File: src/rtl/knob_pkg.sv
// Shared types and timing constants for the front-panel scanner and its MCP3008 transfer engine.
// A slot is 38 dclk half-periods: 1 setup half, 34 shift halves (17 dclk periods), 3 gap halves.
package knob_pkg;

    localparam int NUM_KNOBS = 12;
    localparam int KNOB_W    = 10;

    typedef enum logic [3:0] {
        KNOB_VOLUME          = 4'd0,
        KNOB_PITCH           = 4'd1,
        KNOB_DELAY_WET       = 4'd2,
        KNOB_DELAY_RATE      = 4'd3,
        KNOB_DELAY_FEEDBACK  = 4'd4,
        KNOB_REVERB_WET      = 4'd5,
        KNOB_REVERB_SIZE     = 4'd6,
        KNOB_REVERB_FEEDBACK = 4'd7,
        KNOB_FILTER_QUALITY  = 4'd8,
        KNOB_FILTER_CUTOFF   = 4'd9,
        KNOB_DIST_DRIVE      = 4'd10,
        KNOB_CRUSH_PRESSURE  = 4'd11
    } knob_e;

    typedef enum logic [1:0] {
        ST_IDLE,
        ST_SETUP,
        ST_SHIFT,
        ST_GAP
    } xfer_state_e;

    localparam int SLOT_HALVES = 38;

    // Half indices within a slot; dclk rising edge j starts half 2j-1.
    localparam logic [5:0] SHIFT_LAST_HALF   = 6'd34;
    localparam logic [5:0] SLOT_LAST_HALF    = 6'd37;
    localparam logic [5:0] CMD_END_HALF      = 6'd10;
    localparam logic [5:0] FIRST_SAMPLE_HALF = 6'd15;
    localparam logic [5:0] LAST_SAMPLE_HALF  = 6'd33;

    // Start bit followed by the single-ended select bit.
    localparam logic [1:0] CMD_PREFIX = 2'b11;

    function automatic logic cmd_bit(input logic [2:0] channel, input logic [2:0] idx);
        logic bit_val;
        case (idx)
            3'd0:    bit_val = CMD_PREFIX[1];
            3'd1:    bit_val = CMD_PREFIX[0];
            3'd2:    bit_val = channel[2];
            3'd3:    bit_val = channel[1];
            3'd4:    bit_val = channel[0];
            default: bit_val = 1'b0;
        endcase
        return bit_val;
    endfunction

    function automatic int frame_cycles(input int half_period);
        return NUM_KNOBS * SLOT_HALVES * half_period;
    endfunction

endpackage

File: src/rtl/mcp3008_xfer.sv
// One MCP3008 conversion per slot: setup, 17 dclk periods of command/data, then a CS-high gap.
// All SPI pins are registered from the next-state values so they change exactly at half boundaries.
module mcp3008_xfer
    import knob_pkg::*;
#(
    parameter int HALF_PERIOD = 50
) (
    input  logic              clk,
    input  logic              rst,
    input  logic              start,
    input  logic              dev_sel,
    input  logic [2:0]        channel,
    input  logic              cipo,
    output logic [KNOB_W-1:0] result,
    output logic              done,
    output logic              copi,
    output logic              dclk,
    output logic              cs0,
    output logic              cs1
);

    localparam int HP_W = $clog2(HALF_PERIOD + 1);

    xfer_state_e       state_q, state_n;
    logic [HP_W-1:0]   hp_q, hp_n;
    logic [5:0]        half_q, half_n;
    logic              dev_q, dev_n;
    logic [2:0]        chan_q, chan_n;
    logic [KNOB_W-1:0] shift_q;
    logic              half_end;
    logic              launch;
    logic              cs_low_n;
    logic              dclk_n;
    logic              copi_n;
    logic              sample;

    assign half_end = (hp_q == HP_W'(HALF_PERIOD - 1));
    assign result   = shift_q;

    always_comb begin
        state_n = state_q;
        hp_n    = hp_q;
        half_n  = half_q;
        dev_n   = dev_q;
        chan_n  = chan_q;
        launch  = 1'b0;

        if (state_q != ST_IDLE) begin
            hp_n = half_end ? '0 : hp_q + 1'b1;
        end

        case (state_q)
            ST_IDLE: begin
                launch = start;
            end
            ST_SETUP: begin
                if (half_end) begin
                    state_n = ST_SHIFT;
                    half_n  = 6'd1;
                end
            end
            ST_SHIFT: begin
                if (half_end) begin
                    half_n = half_q + 6'd1;
                    if (half_q == SHIFT_LAST_HALF) begin
                        state_n = ST_GAP;
                    end
                end
            end
            ST_GAP: begin
                if (half_end) begin
                    if (half_q == SLOT_LAST_HALF) begin
                        launch  = start;
                        state_n = ST_IDLE;
                    end else begin
                        half_n = half_q + 6'd1;
                    end
                end
            end
            default: state_n = ST_IDLE;
        endcase

        // Device and channel are captured once per slot so k may advance mid-slot.
        if (launch) begin
            state_n = ST_SETUP;
            half_n  = '0;
            hp_n    = '0;
            dev_n   = dev_sel;
            chan_n  = channel;
        end

        cs_low_n = (state_n == ST_SETUP) || (state_n == ST_SHIFT);
        dclk_n   = (state_n == ST_SHIFT) && half_n[0];
        copi_n   = (cs_low_n && (half_n < CMD_END_HALF)) ? cmd_bit(chan_n, half_n[3:1]) : 1'b0;
        sample   = dclk_n && !dclk && (half_n >= FIRST_SAMPLE_HALF);
    end

    always_ff @(posedge clk) begin
        if (rst) begin
            state_q <= ST_IDLE;
            hp_q    <= '0;
            half_q  <= '0;
            dev_q   <= 1'b0;
            chan_q  <= '0;
            shift_q <= '0;
            done    <= 1'b0;
            cs0     <= 1'b1;
            cs1     <= 1'b1;
            dclk    <= 1'b0;
            copi    <= 1'b0;
        end else begin
            state_q <= state_n;
            hp_q    <= hp_n;
            half_q  <= half_n;
            dev_q   <= dev_n;
            chan_q  <= chan_n;
            cs0     <= !(cs_low_n && !dev_n);
            cs1     <= !(cs_low_n && dev_n);
            dclk    <= dclk_n;
            copi    <= copi_n;
            done    <= sample && (half_n == LAST_SAMPLE_HALF);
            if (sample) begin
                shift_q <= {shift_q[KNOB_W-2:0], cipo};
            end
        end
    end

endmodule

File: src/rtl/knob_scanner.sv
// Continuously scans 12 front-panel potentiometers over two MCP3008 ADCs (indices 0-7 on ADC0,
// 8-11 on ADC1) and holds the latest 10-bit conversion of each one.
module knob_scanner
    import knob_pkg::*;
#(
    parameter int HALF_PERIOD = 50
) (
    input  logic              clk,
    input  logic              rst,
    input  logic              cipo,
    output logic              copi,
    output logic              dclk,
    output logic              cs0,
    output logic              cs1,
    output logic [KNOB_W-1:0] volume,
    output logic [KNOB_W-1:0] pitch,
    output logic [KNOB_W-1:0] delay_wet,
    output logic [KNOB_W-1:0] delay_rate,
    output logic [KNOB_W-1:0] delay_feedback,
    output logic [KNOB_W-1:0] reverb_wet,
    output logic [KNOB_W-1:0] reverb_size,
    output logic [KNOB_W-1:0] reverb_feedback,
    output logic [KNOB_W-1:0] filter_quality,
    output logic [KNOB_W-1:0] filter_cutoff,
    output logic [KNOB_W-1:0] distortion_drive,
    output logic [KNOB_W-1:0] crush_pressure,
    output logic              frame_done
);

    localparam logic [3:0] LAST_KNOB = 4'(NUM_KNOBS - 1);

    logic [3:0]        k_q;
    logic [KNOB_W-1:0] knob_q [NUM_KNOBS];
    logic [KNOB_W-1:0] xfer_result;
    logic              xfer_done;

    // The scan never pauses, so the transfer engine is always asked to start again.
    mcp3008_xfer #(
        .HALF_PERIOD(HALF_PERIOD)
    ) u_xfer (
        .clk     (clk),
        .rst     (rst),
        .start   (1'b1),
        .dev_sel (k_q[3]),
        .channel (k_q[2:0]),
        .cipo    (cipo),
        .result  (xfer_result),
        .done    (xfer_done),
        .copi    (copi),
        .dclk    (dclk),
        .cs0     (cs0),
        .cs1     (cs1)
    );

    always_ff @(posedge clk) begin
        if (rst) begin
            k_q        <= '0;
            frame_done <= 1'b0;
            for (int i = 0; i < NUM_KNOBS; i++) begin
                knob_q[i] <= '0;
            end
        end else begin
            frame_done <= 1'b0;
            if (xfer_done) begin
                knob_q[k_q] <= xfer_result;
                frame_done  <= (k_q == LAST_KNOB);
                k_q         <= (k_q == LAST_KNOB) ? '0 : k_q + 4'd1;
            end
        end
    end

    assign volume           = knob_q[KNOB_VOLUME];
    assign pitch            = knob_q[KNOB_PITCH];
    assign delay_wet        = knob_q[KNOB_DELAY_WET];
    assign delay_rate       = knob_q[KNOB_DELAY_RATE];
    assign delay_feedback   = knob_q[KNOB_DELAY_FEEDBACK];
    assign reverb_wet       = knob_q[KNOB_REVERB_WET];
    assign reverb_size      = knob_q[KNOB_REVERB_SIZE];
    assign reverb_feedback  = knob_q[KNOB_REVERB_FEEDBACK];
    assign filter_quality   = knob_q[KNOB_FILTER_QUALITY];
    assign filter_cutoff    = knob_q[KNOB_FILTER_CUTOFF];
    assign distortion_drive = knob_q[KNOB_DIST_DRIVE];
    assign crush_pressure   = knob_q[KNOB_CRUSH_PRESSURE];

endmodule
File: config.mk
export PLATFORM = sky130hd
export DESIGN_NAME = knob_scanner
export DESIGN_NICKNAME = d
export VERILOG_FILES = /design/src/rtl/knob_pkg.sv /design/src/rtl/mcp3008_xfer.sv /design/src/rtl/knob_scanner.sv
export SDC_FILE = /design/constraint.sdc
export NUM_CORES = 1
export LEC_CHECK = 0
export CAP_MARGIN = 0
export CORE_MARGIN = 2
export CORE_UTILIZATION = 52
export DETAILED_ROUTE_END_ITERATION = 7
export HOLD_SLACK_MARGIN = 0.06
export PLACE_DENSITY = 0.77
export SYNTH_ARGS = -nofsm -noshare
export SYNTH_HDL_FRONTEND = slang
export SYNTH_HIERARCHICAL = 1
export SYNTH_SLANG_ARGS = --single-unit
File: constraint.sdc
create_clock -name clk -period 3.12 [get_ports clk]
set_input_delay 0.624 -clock clk [delete_from_list [all_inputs] [get_ports clk]]
set_output_delay 0.624 -clock clk [all_outputs]
set_load 0.01 [all_outputs]
==> results_dict.tcl <==
set metrics [dict create \
    wl_per_cell_um 19.53 \
    grt_remaining_overflow 0 \
    synthArstFlopShare 0 \
    crit_slowest_cell "dfxtp_1" \
    grt_pass1_wl_mm 24.67 \
    cts.clk_slew.worst_paths_ns 0.06 \
    synth_top_flop_cell "edfxtp_1" \
    drv_cap 0 \
    fin_crit_ns 2.847 \
    synthTopCellsByArea "edfxtp_1 53%, dfxtp_1 11%, and3_1 7.0%" \
    setup_viol 0 \
    outcome "complete, no violations" \
    vias 4549 \
    crit_cells 14 \
    final.setup.worst_slack_ns 0.2733 \
    ant_nets 0 \
    gp_congestion 0.8739 \
    drt-total-wl_mm 16.05 \
    whs_path_depth 2 \
    synthDistinctLibCells 68 \
    clock_sinks 158 \
    coreArea_um2 12720 \
    fmaxAchievable_mhz 351.3 \
    leakage_uw 0.003501 \
    syn_inst 521 \
    worstSetupPathType "register to register" \
    cts_root_buf "clkbuf_16" \
    tightestPinTransition_ns 0.6843 \
    vias_per_cell 5.534 \
    drc 0 \
    fin_cells 822 \
    drive_gt1_frac 0.1062 \
    nFillCells 941 \
    synth_edf_count 120 \
    hold_violations 0 \
    worstPathMaxFanout 10 \
    postCtsSetupBuffers 0 \
    die-height_um 118.8 \
    fin_hold_ws_ns 0.5096 \
    syn_area_per_cell_um2 13.14 \
    hold_buffers 0 \
    cts_resized 0 \
    syn_nets 541 \
    yosys.area.top_type "edfxtp_1" \
    slowest_delay_ns 0.38 \
    drt_iter0_drc 420 \
    rr_worst_depth 14 \
    clock_path_buffers 2 \
    arrival_ns 3.14 \
    netlist_area_um2 6848 \
    slew_headroom 0.5432 \
    worstSetupEndpointType "register" \
    tns_ns 0 \
    clock_latency_ns 0.41 \
    start_kind "register" \
    dp_cells 790 \
    grt_max_degree 36 \
    io_pins 128 \
    worst-path-buf-inv 2 \
    cts_htree_levels 4 \
    post-route-util 0.6904 \
    drt_pass1_iterations 4 \
    cp.required_ns 3.41 \
    area_growth_pct 28.27 \
    ys_seq_elements 158 \
    start_util 0.5383 \
    cp_cell_sequence "nor3b_4 -> and2_1 -> inv_2 -> o21ai_0 -> a21oi_1 -> o22a_1 -> o22ai_1 -> nor2_1 -> ha_1 -> nand3b_1 -> nor3_1 -> a21o_1 -> buf_12 -> mux2i_1" \
    finalNetCount 657 \
    cts_tree "done" \
    pre_cts_slack_ns 0.3140 \
    grt_antenna_before_repair 0 \
    dieArea_um2 14100 \
    antenna_cells 0 \
    multi_input_area_um2 2196 \
    yosysSeqAreaShare 0.6373 \
    ir_drop_mv 0.3315 \
    synth_top_area_share 0.5262 \
    skew_ns 0.006642 \
    powerDensity_nw_per_um2 541.8 \
    hold_path.class "register to register" \
    seq_area_um2 4364 \
    yosysWarnings 6 \
    hpwl_mm 10.93 \
    grt.total_usage 0.2312 \
    path_delay_family "compound AO/OA/AOI/OAI gates" \
    die_w_um 118.8 \
    rsz0062_at_grt "no" \
    grt_pass1_vias 4520 \
    rrSetupSlack_ns 0.27 \
    port_buffers 127 \
    cts_made_buffers 17 \
    post-route-period-util 0.9124 \
    rows 41 \
    final_max_slew_viol_count 0 \
]
-- power breakdown --
part	total [uW]	internal (uW)	leakage [uW]	switching [uW]
sequential	2370	2340	0.00147	31.7
combinational	316	158	0.00174	158
clock	2070	1280	0.000293	791
-- synth_stat cells (3+ instances only) --
cell      number
a21o_1         9
xnor2_1        3
nand2_1       11
ha_1          17
and3_1        77
edfxtp_1     120
nor4_1         4
or2b_2        10
a31oi_1        3
nor2b_1        4
dfxtp_1       38
nand3_1        3
clkbuf_1      26
nor2_1        27
xor2_1         4
nor3_1         4
and2_1        54
nand4_1        4
buf_6          8
a21oi_1        9
mux2i_1       14
or2_2          5
inv_1         13
nand2b_1       3
-- layout by cell type, fill, tap and decap left out, types with 8 or more instances in the layout --
master / n
a21o_1: 9
a21oi_1: 9
and2_1: 54
and3_1: 77
buf_4: 8
clkbuf_16: 17
clkdlybuf4s50_1: 127
dfxtp_1: 38
edfxtp_1: 120
ha_1: 17
inv_1: 13
mux2i_1: 14
nand2_1: 11
nor2_1: 27
or2b_2: 10
-- kinds of logic (layout without fill, tap and decap cells) --
group                    count (synthesis)  after routing  share of synthesized area
AO/OA/AOI/OAI                           46             46                    0.05153
XOR/XNOR                                 7              7                   0.008953
adder cells (fa/ha/maj)                 17             17                    0.03106
buffers and inverters                   53            182                    0.04202
flip-flops                             158            158                     0.6373
multiplexers                            15             15                    0.02266
other                                    1              1                  0.0005476
AND/OR/NAND/NOR                        224            224                     0.2059
-- registers in the layout, indices dropped and copies added (netlist names) --
signal,cells
u_xfer/cs0,1
knob_q,120
u_xfer/cs1,1
frame_done,1
k_q,4
u_xfer/state_q,2
u_xfer/dev_q,1
u_xfer/result,10
u_xfer/copi,1
u_xfer/done,1
u_xfer/hp_q,6
u_xfer/half_q,6
u_xfer/chan_q,3
u_xfer/dclk,1
-- final cells by class --
class,count,share of cell area
Sequential cell,158,0.4969
Tap cell,172,0.02450
Clock inverter,9,0.01211
Timing Repair Buffer,136,0.1538
Clock buffer,23,0.05670
Inverter,14,0.005983
Multi-Input combinational cell,310,0.2500
-- tightest hold or removal path: cells and delay by family (launching register included) --
kind             cells  cell delay, ns
DFF                  1            0.31
muxes                1            0.09
and+or+nand+nor      1            0.08
-- metal layers --
layer | GRT usage | wire [um] | up-vias
li1 | - | - | 2109
met1 | 0.3032 | 6819 | 2219
met2 | 0.3786 | 7964 | 200
met3 | 0.05695 | 1027 | 21
met4 | 0.07515 | 242 | 0
met5 | 0 | 0 | -
-- final timing paths --
check | from | endpoint
hold / removal | u_xfer/dev_q | u_xfer/cs0
setup / recovery | u_xfer/hp_q[5] | u_xfer/result[6]
setup reg to reg | u_xfer/hp_q[5] | u_xfer/result[6]
hold reg to reg | u_xfer/dev_q | u_xfer/cs0
-- per-stage QoR --
| stage | cell area, um^2 | total power [uW] |
|---|---|---|
| 6_report | 8783 | 4759 |
| 5_1_grt | 8783 | 4898 |
| 4_1_cts | 8783 | 4786 |
| 3_5_place_dp | 8179 | 2731 |
| 3_3_place_gp | 8179 | 2721 |
| 2_1_floorplan | 6848 | 2539 |
No activity file was read; power rests on OpenSTA's default activity.
